===== config.mk =====
export PLATFORM = sky130hd
export DESIGN_NAME = alu_cmd_sequencer
export DESIGN_NICKNAME = d
export VERILOG_FILES = /design/src/rtl/alu_cmd_sequencer_pkg.sv /design/src/rtl/alu_seq_byte_ser.sv /design/src/rtl/alu_cmd_sequencer.sv
export SDC_FILE = /design/constraint.sdc
export NUM_CORES = 1
export LEC_CHECK = 0
export ABC_CLOCK_PERIOD_IN_PS = 1920
export CORE_MARGIN = 3
export CORE_UTILIZATION = 23
export CTS_CLUSTER_DIAMETER = 60
export CTS_CLUSTER_SIZE = 30
export DETAILED_ROUTE_END_ITERATION = 8
export PLACE_DENSITY = 0.61
export RECOVER_POWER = 25
export SLEW_MARGIN = 15
export SYNTH_ARGS = -nofsm -noshare
export SYNTH_HDL_FRONTEND = slang
export SYNTH_SLANG_ARGS = --single-unit

===== constraint.sdc =====
create_clock -name clk -period 1.92 [get_ports clk]
set_input_delay 0.384 -clock clk [delete_from_list [all_inputs] [get_ports clk]]
set_output_delay 0.384 -clock clk [all_outputs]
set_load 0.02 [all_outputs]

===== src/rtl/alu_cmd_sequencer_pkg.sv =====
// rtl/alu_cmd_sequencer_pkg.sv - shared types and constants for the ALU command sequencer
package alu_cmd_sequencer_pkg;

  localparam int DATA_W_DEF = 16;
  localparam int BYTE_W     = 8;

  typedef enum logic [1:0] {
    S_IDLE  = 2'd0,
    S_ISSUE = 2'd1,
    S_WAIT  = 2'd2,
    S_SEND  = 2'd3
  } seq_state_t;

  // Compare-unit function codes issued by the system controller
  localparam logic [3:0] FUN_CMP_NOP = 4'b1000;
  localparam logic [3:0] FUN_CMP_EQ  = 4'b1001;
  localparam logic [3:0] FUN_CMP_GT  = 4'b1010;
  localparam logic [3:0] FUN_CMP_LT  = 4'b1011;

  // Counter width that stays legal when only one value is needed
  function automatic int cnt_width(input int n);
    return (n > 1) ? $clog2(n) : 1;
  endfunction

endpackage


===== src/rtl/alu_seq_byte_ser.sv =====
// rtl/alu_seq_byte_ser.sv - result register and LSB-first byte serializer toward the transmitter
module alu_seq_byte_ser
  import alu_cmd_sequencer_pkg::*;
#(
  parameter int DATA_W = DATA_W_DEF
) (
  input  logic              clk,
  input  logic              RST,
  input  logic              load,
  input  logic [DATA_W-1:0] din,
  input  logic              tx_busy,
  output logic [7:0]        tx_data,
  output logic              tx_valid,
  output logic              done
);

  localparam int NBYTES = DATA_W / BYTE_W;
  localparam int CNT_W  = cnt_width(NBYTES);

  logic [DATA_W-1:0] result;
  logic [CNT_W-1:0]  cnt;
  logic              last;
  logic              xfer;

  assign last = (cnt == CNT_W'(NBYTES - 1));
  assign xfer = tx_valid && !tx_busy;
  assign done = xfer && last;

  // Capture the result, then step through bytes on each accepted transfer
  always_ff @(posedge clk or negedge RST) begin
    if (!RST) begin
      result   <= '0;
      cnt      <= '0;
      tx_valid <= 1'b0;
    end else if (load) begin
      result   <= din;
      cnt      <= '0;
      tx_valid <= 1'b1;
    end else if (xfer) begin
      if (last) begin
        tx_valid <= 1'b0;
      end else begin
        cnt <= cnt + CNT_W'(1);
      end
    end
  end

  // Present the byte selected by the counter; both sources are registers
  always_comb begin
    tx_data = '0;
    for (int i = 0; i < NBYTES; i++) begin
      if (cnt == CNT_W'(i)) begin
        tx_data = result[i*BYTE_W +: BYTE_W];
      end
    end
  end

endmodule


===== src/rtl/alu_cmd_sequencer.sv =====
// rtl/alu_cmd_sequencer.sv - issues one ALU/compare operation and streams its result as bytes; optional WAIT timeout under ALU_SEQ_TIMEOUT_EN
module alu_cmd_sequencer
  import alu_cmd_sequencer_pkg::*;
#(
  parameter int DATA_W = DATA_W_DEF
`ifdef ALU_SEQ_TIMEOUT_EN
  ,
  parameter int TMO_CYC = 15
`endif
) (
  input  logic              clk,
  input  logic              RST,
  input  logic              cmd_valid,
  output logic              cmd_ready,
  input  logic [3:0]        cmd_fun,
  input  logic [DATA_W-1:0] cmd_a,
  input  logic [DATA_W-1:0] cmd_b,
  output logic              unit_en,
  output logic [3:0]        unit_fun,
  output logic [DATA_W-1:0] unit_a,
  output logic [DATA_W-1:0] unit_b,
  input  logic [DATA_W-1:0] unit_out,
  input  logic              unit_flag,
  output logic [7:0]        tx_data,
  output logic              tx_valid,
  input  logic              tx_busy,
  output logic              err
);

  seq_state_t state;
  logic       load;
  logic       ser_done;
  logic       tmo_hit;

  assign cmd_ready = (state == S_IDLE);
  // Only a flag seen while waiting is a real result
  assign load      = (state == S_WAIT) && unit_flag;

`ifdef ALU_SEQ_TIMEOUT_EN
  localparam int TMO_W = $clog2(TMO_CYC + 1);

  logic [TMO_W-1:0] tmo_cnt;
  logic             err_q;

  assign tmo_hit = (state == S_WAIT) && !unit_flag && (tmo_cnt == TMO_W'(TMO_CYC - 1));
  assign err     = err_q;

  // Count WAIT cycles; held at zero elsewhere so each WAIT starts fresh
  always_ff @(posedge clk or negedge RST) begin
    if (!RST) begin
      tmo_cnt <= '0;
      err_q   <= 1'b0;
    end else begin
      err_q <= tmo_hit;
      if (state != S_WAIT || tmo_hit) begin
        tmo_cnt <= '0;
      end else begin
        tmo_cnt <= tmo_cnt + TMO_W'(1);
      end
    end
  end
`else
  assign tmo_hit = 1'b0;
  assign err     = 1'b0;
`endif

  // Issue/wait control with registered unit interface outputs
  always_ff @(posedge clk or negedge RST) begin
    if (!RST) begin
      state    <= S_IDLE;
      unit_en  <= 1'b0;
      unit_fun <= '0;
      unit_a   <= '0;
      unit_b   <= '0;
    end else begin
      unit_en <= 1'b0;
      case (state)
        S_IDLE: begin
          if (cmd_valid) begin
            unit_fun <= cmd_fun;
            unit_a   <= cmd_a;
            unit_b   <= cmd_b;
            state    <= S_ISSUE;
          end
        end
        S_ISSUE: begin
          unit_en <= 1'b1;
          state   <= S_WAIT;
        end
        S_WAIT: begin
          if (unit_flag) begin
            state <= S_SEND;
          end else if (tmo_hit) begin
            state <= S_IDLE;
          end
        end
        S_SEND: begin
          if (ser_done) begin
            state <= S_IDLE;
          end
        end
        default: state <= S_IDLE;
      endcase
    end
  end

  alu_seq_byte_ser #(
    .DATA_W (DATA_W)
  ) u_ser (
    .clk      (clk),
    .RST      (RST),
    .load     (load),
    .din      (unit_out),
    .tx_busy  (tx_busy),
    .tx_data  (tx_data),
    .tx_valid (tx_valid),
    .done     (ser_done)
  );

endmodule


==> results.py <==
metrics = {
    "synth": {
        "ys_warn_count": 0,
        "syn_area_per_cell_um2": 15.70,
        "yosysTopAreaCell": "dfrtp_1",
        "synth_top_area_share_pct": 62.23,
        "synth_seq_area_share_pct": 62.23,
        "synthesis.area_mm2": 0.002292,
        "ys_ff_latch": 57,
        "mappedNetlistNets": 208,
        "ys_types": 15,
        "syn_inst": 146,
        "synthTopCellsByArea": "dfrtp_1 62%, mux2_2 29%, ha_1 2.7%",
    },
    "drt": {
        "avgRoutedWirePerCell_um": 12.70,
        "firstDrtPassIters": 6,
        "routed_via_density": 3.944,
        "num_vias": 1558,
        "antenna_left": 0,
        "drt_iter0_markers": 30,
        "finalWirelength_um": 5017,
        "drc": 0,
    },
    "sta": {
        "rsz0062_at_grt": "no",
        "tns_ns": 0,
        "skew_ns": 0.005439,
        "clock.fmax_ghz": 0.5549,
        "slew-limit-headroom_pct": 5.671,
        "tightest_slew_ns": 1.415,
        "hold_viol": 0,
        "setup_viol": 0,
        "holdWs_ns": 0.4740,
        "fin_crit_sh_pct": 93.86,
        "timing.final.crit_period_ns": 1.802,
        "final-max-slew-violation-count": 0,
    },
    "clock_tree": {
        "cts.sinks": 57,
        "htreeDepth": 3,
        "cts-buffers-inserted": 9,
        "clk_pin_slew_worst_paths_ns": 0.07,
        "cts_root_buffer": "clkbuf_8",
        "cts_tree": "yes",
        "cts.path.max_buffers": 2,
        "clk_latency_ns": 0.32,
        "ctsHoldBuffers": 0,
    },
    "pwr": {
        "vdd_drop_max_mv": 0.6909,
        "p_leak_nw": 1.608,
        "p_per_area_mw_per_mm2": 1773,
        "total_power_mw": 6.635,
    },
    "grt": {
        "grt_overflow_total": 0,
        "antenna_found_initial": 0,
        "grt_pass1_wl_um": 8004,
        "grt_pass1_vias": 1546,
        "grt_max_degree": 58,
        "grt_usage_pct": 9.161,
    },
    "outcome": {
        "status": "finished clean",
    },
    "setup_path": {
        "reg2reg_depth": 4,
        "critPathBufInv": 3,
        "cp-end-kind": "output port",
        "reg2reg_slack_ns": 0.32,
        "worstSetupPathType": "flip-flop to output port",
        "worst_ep_required_time_ns": 1.54,
        "crit_fanout": 7,
        "cp_num_cells": 4,
        "slowest_stage": "dfrtp_1",
        "slowest_delay_ns": 0.37,
        "r2r-end": "state[1]",
        "path_delay_family": "buffers and inverters",
        "r2r-start": "state[0]",
        "cp_data_arrival_time_ns": 1.42,
        "worstSetupStartpointType": "flip-flop",
        "crit_path_cell_trace": "buf_4, buf_12, mux2_2, buf_2",
    },
    "final_layout": {
        "drive_gt1_share_pct": 33.83,
        "synthToLayoutAreaGrowth_pct": 63.21,
        "layout.nets": 323,
        "fin_util_pct": 39.55,
        "mostFrequentLayoutCell": "clkdlybuf4s50_1",
        "final_cell_mix": "93 x clkdlybuf4s50_1, 60 x mux2_2, 57 x dfrtp_1, 10 x clkbuf_8, 8 x buf_2",
        "antennaDiodeCount": 0,
    },
    "job": {
        "cap_viol_max_count": 0,
    },
    "hold_path": {
        "hp-class": "input pin to async pin",
    },
    "die": {
        "start_util_pct": 24.23,
        "row_count": 35,
        "die-height_um": 105.8,
        "die_area_mm2": 0.01120,
        "ios": 105,
        "coreArea_mm2": 0.009459,
        "die_w_um": 105.8,
    },
    "placed_design": {
        "hpwl_um": 3574,
        "gp_congestion": 0.6963,
        "port_buffers": 103,
    },
}
==> layout make-up <==
cell class	count	area, um2
clock inverters	5	102.6
flip-flops and latches	57	1426
inverters	6	22.52
well taps	129	161.4
clock buffers	11	141.4
repair buffers	110	1076
multi-input cells	77	810.8
fillers	935	5718
==> state kept, by name, summed over array words and instances, names as in the netlist <==
name and cells:
state 2, unit_b 16, unit_en 1, u_ser.result 16, unit_a 16, u_ser.cnt 1
u_ser.tx_valid 1, unit_fun 4
==> synth_stat cells <==
library cell  count
mux2i_1           1
a222oi_1          1
conb_1            1
mux2_1            1
a21oi_1           2
inv_1             6
dfrtp_1          57
o21ai_0           1
nand2_1           3
mux2_2           60
nand3b_1          1
buf_2             5
ha_1              5
nor2_1            1
buf_4             1
==> through the flow <==
stage | setup slack [ns] | cell area (um2) | cells
CTS | 0.07906 | 3756 | 395
global route | 0.02518 | 3741 | 395
detailed placement | 0.09942 | 3542 | 378
finish | 0.1179 | 3741 | 395
floorplan | 0.2441 | 2292 | 146
global placement | 0.1436 | 3542 | 378
==> kinds of logic after synthesis <==
logic type | count (synthesis) | synth area share (%)
simple gates | 5 | 0.9825
other cells | 1 | 0.1636
flops | 57 | 62.23
fa+ha+maj | 5 | 2.729
mux | 62 | 30.40
buf+inv | 12 | 2.402
compound gates | 4 | 1.092
==> worst max-delay path by stage <==
stage                      end      start  slack (ns)
detailed placement    state[1]  cmd_valid         0.1
floorplan            unit_a[0]   state[0]        0.24
global route        tx_data[3]  u_ser.cnt        0.03
CTS                 tx_data[0]  u_ser.cnt        0.08
global placement    tx_data[3]  u_ser.cnt        0.14
finish              tx_data[0]  u_ser.cnt        0.12
==> power breakdown <==
group / total [mW] / switching [mW] / internal (mW)
clock: 1.38 / 0.481 / 0.896
combinational: 3.15 / 1.41 / 1.74
sequential: 2.11 / 0.288 / 1.82
==> what timing repair did <==
action / 4_1_cts / 5_1_grt
resized for setup: 30 / 0
hold endpoints to repair: 0 / 0
endpoints found under the setup margin: 9 / 0
setup buffers: 1 / 0
==> layer usage <==
metal / GRT usage, % / share of wire, %
met4: 3.053 / 0.36
met5: 0 / 0
met1: 11.77 / 45
met2: 13.02 / 45
met3: 5.021 / 9.4
Note: power is estimated with default switching activity, not from simulation.
